### src/rtl/hwag_sync_ctrl.sv
// Crank sync engine for the hwag trigger wheel: measures tooth periods, finds the
// missing-tooth gap, numbers teeth and declares/revokes synchronisation.
module hwag_sync_ctrl #(
  parameter int unsigned TEETH   = 60,
  parameter int unsigned MISSING = 2,
  parameter int unsigned PW      = 24,
  parameter int unsigned TW      = 8
) (
  input  logic          clk,
  input  logic          rst,
  input  logic          start,
  input  logic          edge_pulse,
  output logic          cap_ena,
  output logic [PW-1:0] period,
  output logic [TW-1:0] tooth,
  output logic          sync,
  output logic          gap_stb,
  output logic          sync_lost,
  output logic [2:0]    state
);

  localparam int unsigned N = TEETH - MISSING;
  localparam logic [TW-1:0] LAST    = TW'(N - 1);
  localparam logic [PW-1:0] CNT_MAX = '1;

  localparam logic [2:0] S_IDLE   = 3'd0;
  localparam logic [2:0] S_FIRST  = 3'd1;
  localparam logic [2:0] S_SEARCH = 3'd2;
  localparam logic [2:0] S_VERIFY = 3'd3;
  localparam logic [2:0] S_SYNC   = 3'd4;
  localparam logic [2:0] S_STALL  = 3'd5;

  logic [PW-1:0] cnt, cnt_nxt, period_nxt;
  logic [TW-1:0] tooth_nxt;
  logic [2:0]    state_nxt;
  logic          prev_valid, prev_valid_nxt, seen, seen_nxt;
  logic          sync_nxt, gap_stb_nxt, sync_lost_nxt, gap_c;

  // Gap: current interval at least twice the last completed one, compared without overflow.
  assign gap_c = prev_valid && ({1'b0, cnt} >= {period, 1'b0});

  always_comb begin
    state_nxt      = state;
    cnt_nxt        = (cnt == CNT_MAX) ? cnt : cnt + PW'(1);
    period_nxt     = period;
    tooth_nxt      = tooth;
    sync_nxt       = sync;
    gap_stb_nxt    = 1'b0;
    sync_lost_nxt  = 1'b0;
    prev_valid_nxt = prev_valid;
    seen_nxt       = seen;

    if (!start) begin
      state_nxt      = S_IDLE;
      cnt_nxt        = '0;
      tooth_nxt      = '0;
      sync_nxt       = 1'b0;
      prev_valid_nxt = 1'b0;
      seen_nxt       = 1'b0;
    end else begin
      case (state)
        S_IDLE: begin
          state_nxt = S_FIRST;
          cnt_nxt   = '0;
        end
        S_FIRST, S_SEARCH, S_VERIFY, S_SYNC, S_STALL: begin
          if (edge_pulse) begin
            cnt_nxt    = PW'(1);
            period_nxt = cnt;
            seen_nxt   = 1'b1;
            if (seen) prev_valid_nxt = 1'b1;
            case (state)
              S_SEARCH: begin
                if (gap_c) begin
                  state_nxt   = S_VERIFY;
                  tooth_nxt   = '0;
                  gap_stb_nxt = 1'b1;
                end
              end
              S_VERIFY: begin
                if (gap_c && tooth == LAST) begin
                  state_nxt   = S_SYNC;
                  tooth_nxt   = '0;
                  sync_nxt    = 1'b1;
                  gap_stb_nxt = 1'b1;
                end else if (gap_c || tooth == LAST) begin
                  state_nxt = S_SEARCH;
                  tooth_nxt = '0;
                end else begin
                  tooth_nxt = tooth + TW'(1);
                end
              end
              S_SYNC: begin
                if (gap_c && tooth == LAST) begin
                  tooth_nxt   = '0;
                  gap_stb_nxt = 1'b1;
                end else if (gap_c || tooth == LAST) begin
                  state_nxt     = S_SEARCH;
                  tooth_nxt     = '0;
                  sync_nxt      = 1'b0;
                  sync_lost_nxt = 1'b1;
                end else begin
                  tooth_nxt = tooth + TW'(1);
                end
              end
              default: begin
                state_nxt = S_SEARCH;
                tooth_nxt = '0;
              end
            endcase
          end else if (cnt == CNT_MAX && state != S_STALL) begin
            // Wheel stopped: drop sync and restart period history from scratch.
            state_nxt      = S_STALL;
            sync_nxt       = 1'b0;
            sync_lost_nxt  = (state == S_SYNC);
            prev_valid_nxt = 1'b0;
            seen_nxt       = 1'b0;
            tooth_nxt      = '0;
          end
        end
        default: state_nxt = S_IDLE;
      endcase
    end
  end

  always_ff @(posedge clk or negedge rst) begin
    if (!rst) begin
      state      <= S_IDLE;
      cnt        <= '0;
      period     <= '0;
      tooth      <= '0;
      sync       <= 1'b0;
      gap_stb    <= 1'b0;
      sync_lost  <= 1'b0;
      cap_ena    <= 1'b0;
      prev_valid <= 1'b0;
      seen       <= 1'b0;
    end else begin
      state      <= state_nxt;
      cnt        <= cnt_nxt;
      period     <= period_nxt;
      tooth      <= tooth_nxt;
      sync       <= sync_nxt;
      gap_stb    <= gap_stb_nxt;
      sync_lost  <= sync_lost_nxt;
      cap_ena    <= (state_nxt != S_IDLE);
      prev_valid <= prev_valid_nxt;
      seen       <= seen_nxt;
    end
  end

endmodule

### config.mk
export PLATFORM = sky130hd
export DESIGN_NAME = hwag_sync_ctrl
export DESIGN_NICKNAME = d
export VERILOG_FILES = /design/src/rtl/hwag_sync_ctrl.sv
export SDC_FILE = /design/constraint.sdc
export NUM_CORES = 1
export LEC_CHECK = 0
export CORE_MARGIN = 4
export CORE_UTILIZATION = 46
export CTS_BUF_LIST = sky130_fd_sc_hd__clkbuf_16
export DETAILED_ROUTE_END_ITERATION = 16
export GPL_TIMING_DRIVEN = 0
export PLACE_DENSITY = 0.65
export SKIP_LAST_GASP = 1
export SLEW_MARGIN = 0
export SYNTH_ARGS = -nofsm -noshare
export SYNTH_HDL_FRONTEND = slang
export SYNTH_SLANG_ARGS = --single-unit
### constraint.sdc
create_clock -name clk -period 5 [get_ports clk]
set_input_delay 1.25 -clock clk [delete_from_list [all_inputs] [get_ports clk]]
set_output_delay 1.25 -clock clk [all_outputs]
set_load 0.05 [all_outputs]
==> summary.md <==
| Metric | Value |
|---|---|
| Worst EP required | 5.19 ns |
| Crit-path cells | ha_1 > nand4b_1 > nor4_1 > o311ai_1 > and2_1 > nor2b_1 > ha_1 > nand2b_1 > nor3b_1 > o21ai_0 > o21ai_0 > a22oi_1 > o31ai_1 |
| Gate family responsible for the most delay along the worst path | simple AND/OR/NAND/NOR gates |
| Reg clk slew, reported paths | 0.05 ns |
| Register-to-Register Setup Slack | 1.53 ns |
| Seq/Total Area, Yosys | 0.434 |
| Vias in the first global route | 3043 |
| Port Buffers | 41 |
| Setup TNS | 0 ns |
| Final hold vios | 0 |
| Row count | 32 |
| Hold WS | 0.497 ns |
| Antenna Cells | 0 |
| Die area | 0.00966 mm2 |
| 1st-iter DRT viols | 143 |
| TritonCTS Buffers | 9 |
| Core area | 0.00781 mm2 |
| Critical path depth in cells | 13 |
| Reg2Reg Depth | 13 |
| CTS Hold Bufs | 0 |
| Placed insts | 524 |
| Die span in y | 98.3 um |
| DR WL/cell | 15.3 um |
| Gpl congestion | 0.835 |
| CP bufs+invs | 0 |
| Critical Path Source | cnt[22]$_DFF_PN0_ |
| Root buf cell | clkbuf_16 |
| Finished Layout Cells | 539 |
| Filler cells | 703 |
| Post-DP HPWL | 5880 um |
| Status | finished clean |
| Synth Area per Inst | 9.84 um2 |
| # Max-Cap Violations | 0 |
| Static Leak | 1.99 nW |
| Antenna violations before repair | 0 |
| Critical-path top delay cell | nor4_1 |
| DRC viols | 0 |
| Nets | 465 |
| Clk sinks | 65 |
| Multi-input gate area | 0.00196 mm2 |
| Syn nets | 413 |
| First-pass GRT wire length | 14400 um |
| Final min period | 3.47 ns |
| End point of the critical path | state[0]$_DFF_PN0_ |
| Vias/cell | 5.62 |
| Die W | 98.3 um |
| Initial Util | 0.480 |
| ANT nets after route | 0 |
| Largest net degree at the start of global routing | 66 |
| Ports | 43 |
| Worst skew pair latency | 0.33 ns |
| Reg-to-Reg Start | cnt[22]$_DFF_PN0_ |
| PostCTS Resize Cnt | 0 |
| Yosys warnings | 0 |
| Setup Buffers After CTS | 0 |
| GRT overflow | 0 |
| RSZ-0062 raised after global routing | false |
| Storage cell area | 0.00163 mm2 |
| H-tree depth | 3 |
| Max Clock Freq | 288 MHz |
| Total GRT Usage | 0.182 |
| Period Utilization, post-route | 0.695 |
| Worst Clk Skew | 0.00379 ns |
| CP max FO | 6 |
| Routed WL | 8220 um |
| Mapped cell area | 0.00375 mm2 |
| Peak VDD IR | 0.215 mV |
| Yosys reg bits | 65 |
| Worst slew pin tran | 0.817 ns |
| Crit path kind | register to register |
| Worst EP arrival | 3.66 ns |
| Relative slew margins | 0.455 |
| Slew Limit Fails | 0 |
| Startpoint Class | register |
| Reg2reg end | state[0]$_DFF_PN0_ |
| Power Dens Cells | 298 mW/mm2 |
| DR vias | 3028 |
| Setup-failing EPs final | 0 |
| DRT Pass-1 Iters | 5 |
| Syn Inst Count | 381 |
| Layout area overhead | 21.7% |
| Longest Clk Path Bufs | 2 |
| Max incr delay on CP | 0.63 ns |
| Critical Path End Type | register |
| Worst hold-check path type | register to register |
| Distinct cells, synth | 56 |
| CTS tree | done |
| Layout cell share with drive strength beyond 1 | 0.124 |
## per-layer routing
metal	up-vias	share of wire	global-route usage
met3	8	0.044	0.0400
met5	-	0	0
li1	1471	-	-
met1	1468	0.46	0.244
met4	0	0.011	0.0536
met2	81	0.48	0.298
## cells by family (layout without fill, tap and decap cells)
family,Yosys count,in the layout,share of synthesized area
fa+ha+maj,28,28,0.0935
flops,65,65,0.434
mux,23,23,0.0691
xor+xnor,19,19,0.0444
buf+inv,41,97,0.0441
simple gates,131,131,0.190
compound gates,74,74,0.126
## registers in the layout, summed over array words and instances (netlist names)
| register | count |
|---|---|
| cnt | 24 |
| seen | 1 |
| prev_valid | 1 |
| tooth | 8 |
| cap_ena | 1 |
| period | 24 |
| gap_stb | 1 |
| sync | 1 |
| sync_lost | 1 |
| state | 3 |
## power breakdown
group          internal [W]  total, W  switching (W)
registers          0.000544  0.000561      0.0000174
logic             0.0000732  0.000208       0.000135
clock network      0.000375  0.000590       0.000215
total              0.000992   0.00136       0.000367
## cells in the final DEF (no fill, tap or decap), drive strengths merged, types with 3 or more instances in the layout
cell type	count
clkbuf	16
inv	30
mux2	23
dfrtp	65
clkdlybuf4s50	40
and3	10
and4	3
nor3	4
nor2b	4
ha	28
buf	6
a41oi	7
nand2b	4
and2	4
clkinv	4
nand2	20
nand3	17
nand4	12
xor2	13
or3	4
o21ai	19
a21oi	26
a21boi	3
xnor2	6
nor2	36
## tightest hold or removal path, stage by stage, from the launching register on
cell,delay [ns]
dfrtp_1,0.35
nand2_1,0.05
nand2_1,0.06
## layout make-up
cell class | instances | area share
flip-flops and latches | 65 | 0.357
inverters | 29 | 0.0239
plain buffers | 12 | 0.0123
well taps | 102 | 0.0280
clock inverters | 6 | 0.0112
multi-input cells | 275 | 0.429
repair buffers | 41 | 0.0894
clock buffers | 9 | 0.0494
## worst min path at each step
stage | from | endpoint | slack [ns] | cells after the start
after floorplan | seen$_DFFE_PN0P_ | seen$_DFFE_PN0P_ | 0.45 | 2
after global placement | seen$_DFFE_PN0P_ | seen$_DFFE_PN0P_ | 0.47 | 2
after detailed placement | seen$_DFFE_PN0P_ | seen$_DFFE_PN0P_ | 0.49 | 2
after CTS | seen$_DFFE_PN0P_ | seen$_DFFE_PN0P_ | 0.50 | 2
after global routing | period[8]$_DFFE_PN0P_ | period[8]$_DFFE_PN0P_ | 0.55 | 1
final | seen$_DFFE_PN0P_ | seen$_DFFE_PN0P_ | 0.50 | 2
## through the flow
| step | power [W] | utilization | area, um2 | worst slack (ns) |
|---|---|---|---|---|
| after floorplan | 0.000710 | - | 3750 | 1.86 |
| after global placement | 0.000777 | 0.549 | 4290 | 0.408 |
| after detailed placement | 0.000779 | 0.549 | 4280 | 1.51 |
| after CTS | 0.00138 | 0.584 | 4560 | 1.48 |
| after global routing | 0.00142 | 0.584 | 4560 | 1.19 |
| final | 0.00136 | 0.584 | 4560 | 1.53 |
## synth_stat cells, drive strengths merged
cell type / number / share of area
o211ai: 2 / 0.0053
nand4bb: 1 / 0.0030
dfrtp: 65 / 0.43
a2bb2oi: 1 / 0.0023
or3: 4 / 0.0067
a41oi: 7 / 0.016
or3b: 1 / 0.0023
o211a: 1 / 0.0027
and3: 10 / 0.017
o221ai: 2 / 0.0047
nand4b: 2 / 0.0047
xnor2: 6 / 0.014
a21oi: 26 / 0.035
nand2b: 4 / 0.0067
inv: 29 / 0.029
and4: 3 / 0.0070
a21boi: 3 / 0.0060
buf: 5 / 0.0073
nor4b: 1 / 0.0023
xor2: 13 / 0.030
nor2: 36 / 0.039
a311oi: 1 / 0.0023
nor2b: 4 / 0.0067
o21a: 2 / 0.0043
a31oi: 2 / 0.0033
and2: 4 / 0.0067
nand2: 20 / 0.021
a211oi: 2 / 0.0053
nand4: 12 / 0.022
or2: 2 / 0.0033
nor3: 4 / 0.0053
nor4: 2 / 0.0050
clkbuf: 7 / 0.0077
mux2: 23 / 0.069
nand3: 17 / 0.024
ha: 28 / 0.093
o31ai: 1 / 0.0020
nor3b: 2 / 0.0040
a22oi: 1 / 0.0020
a21o: 2 / 0.0040
o21ai: 19 / 0.025
o311ai: 2 / 0.0047
nand3b: 1 / 0.0020
or2b: 1 / 0.0020
Note: power is estimated with default switching activity, not from simulation.
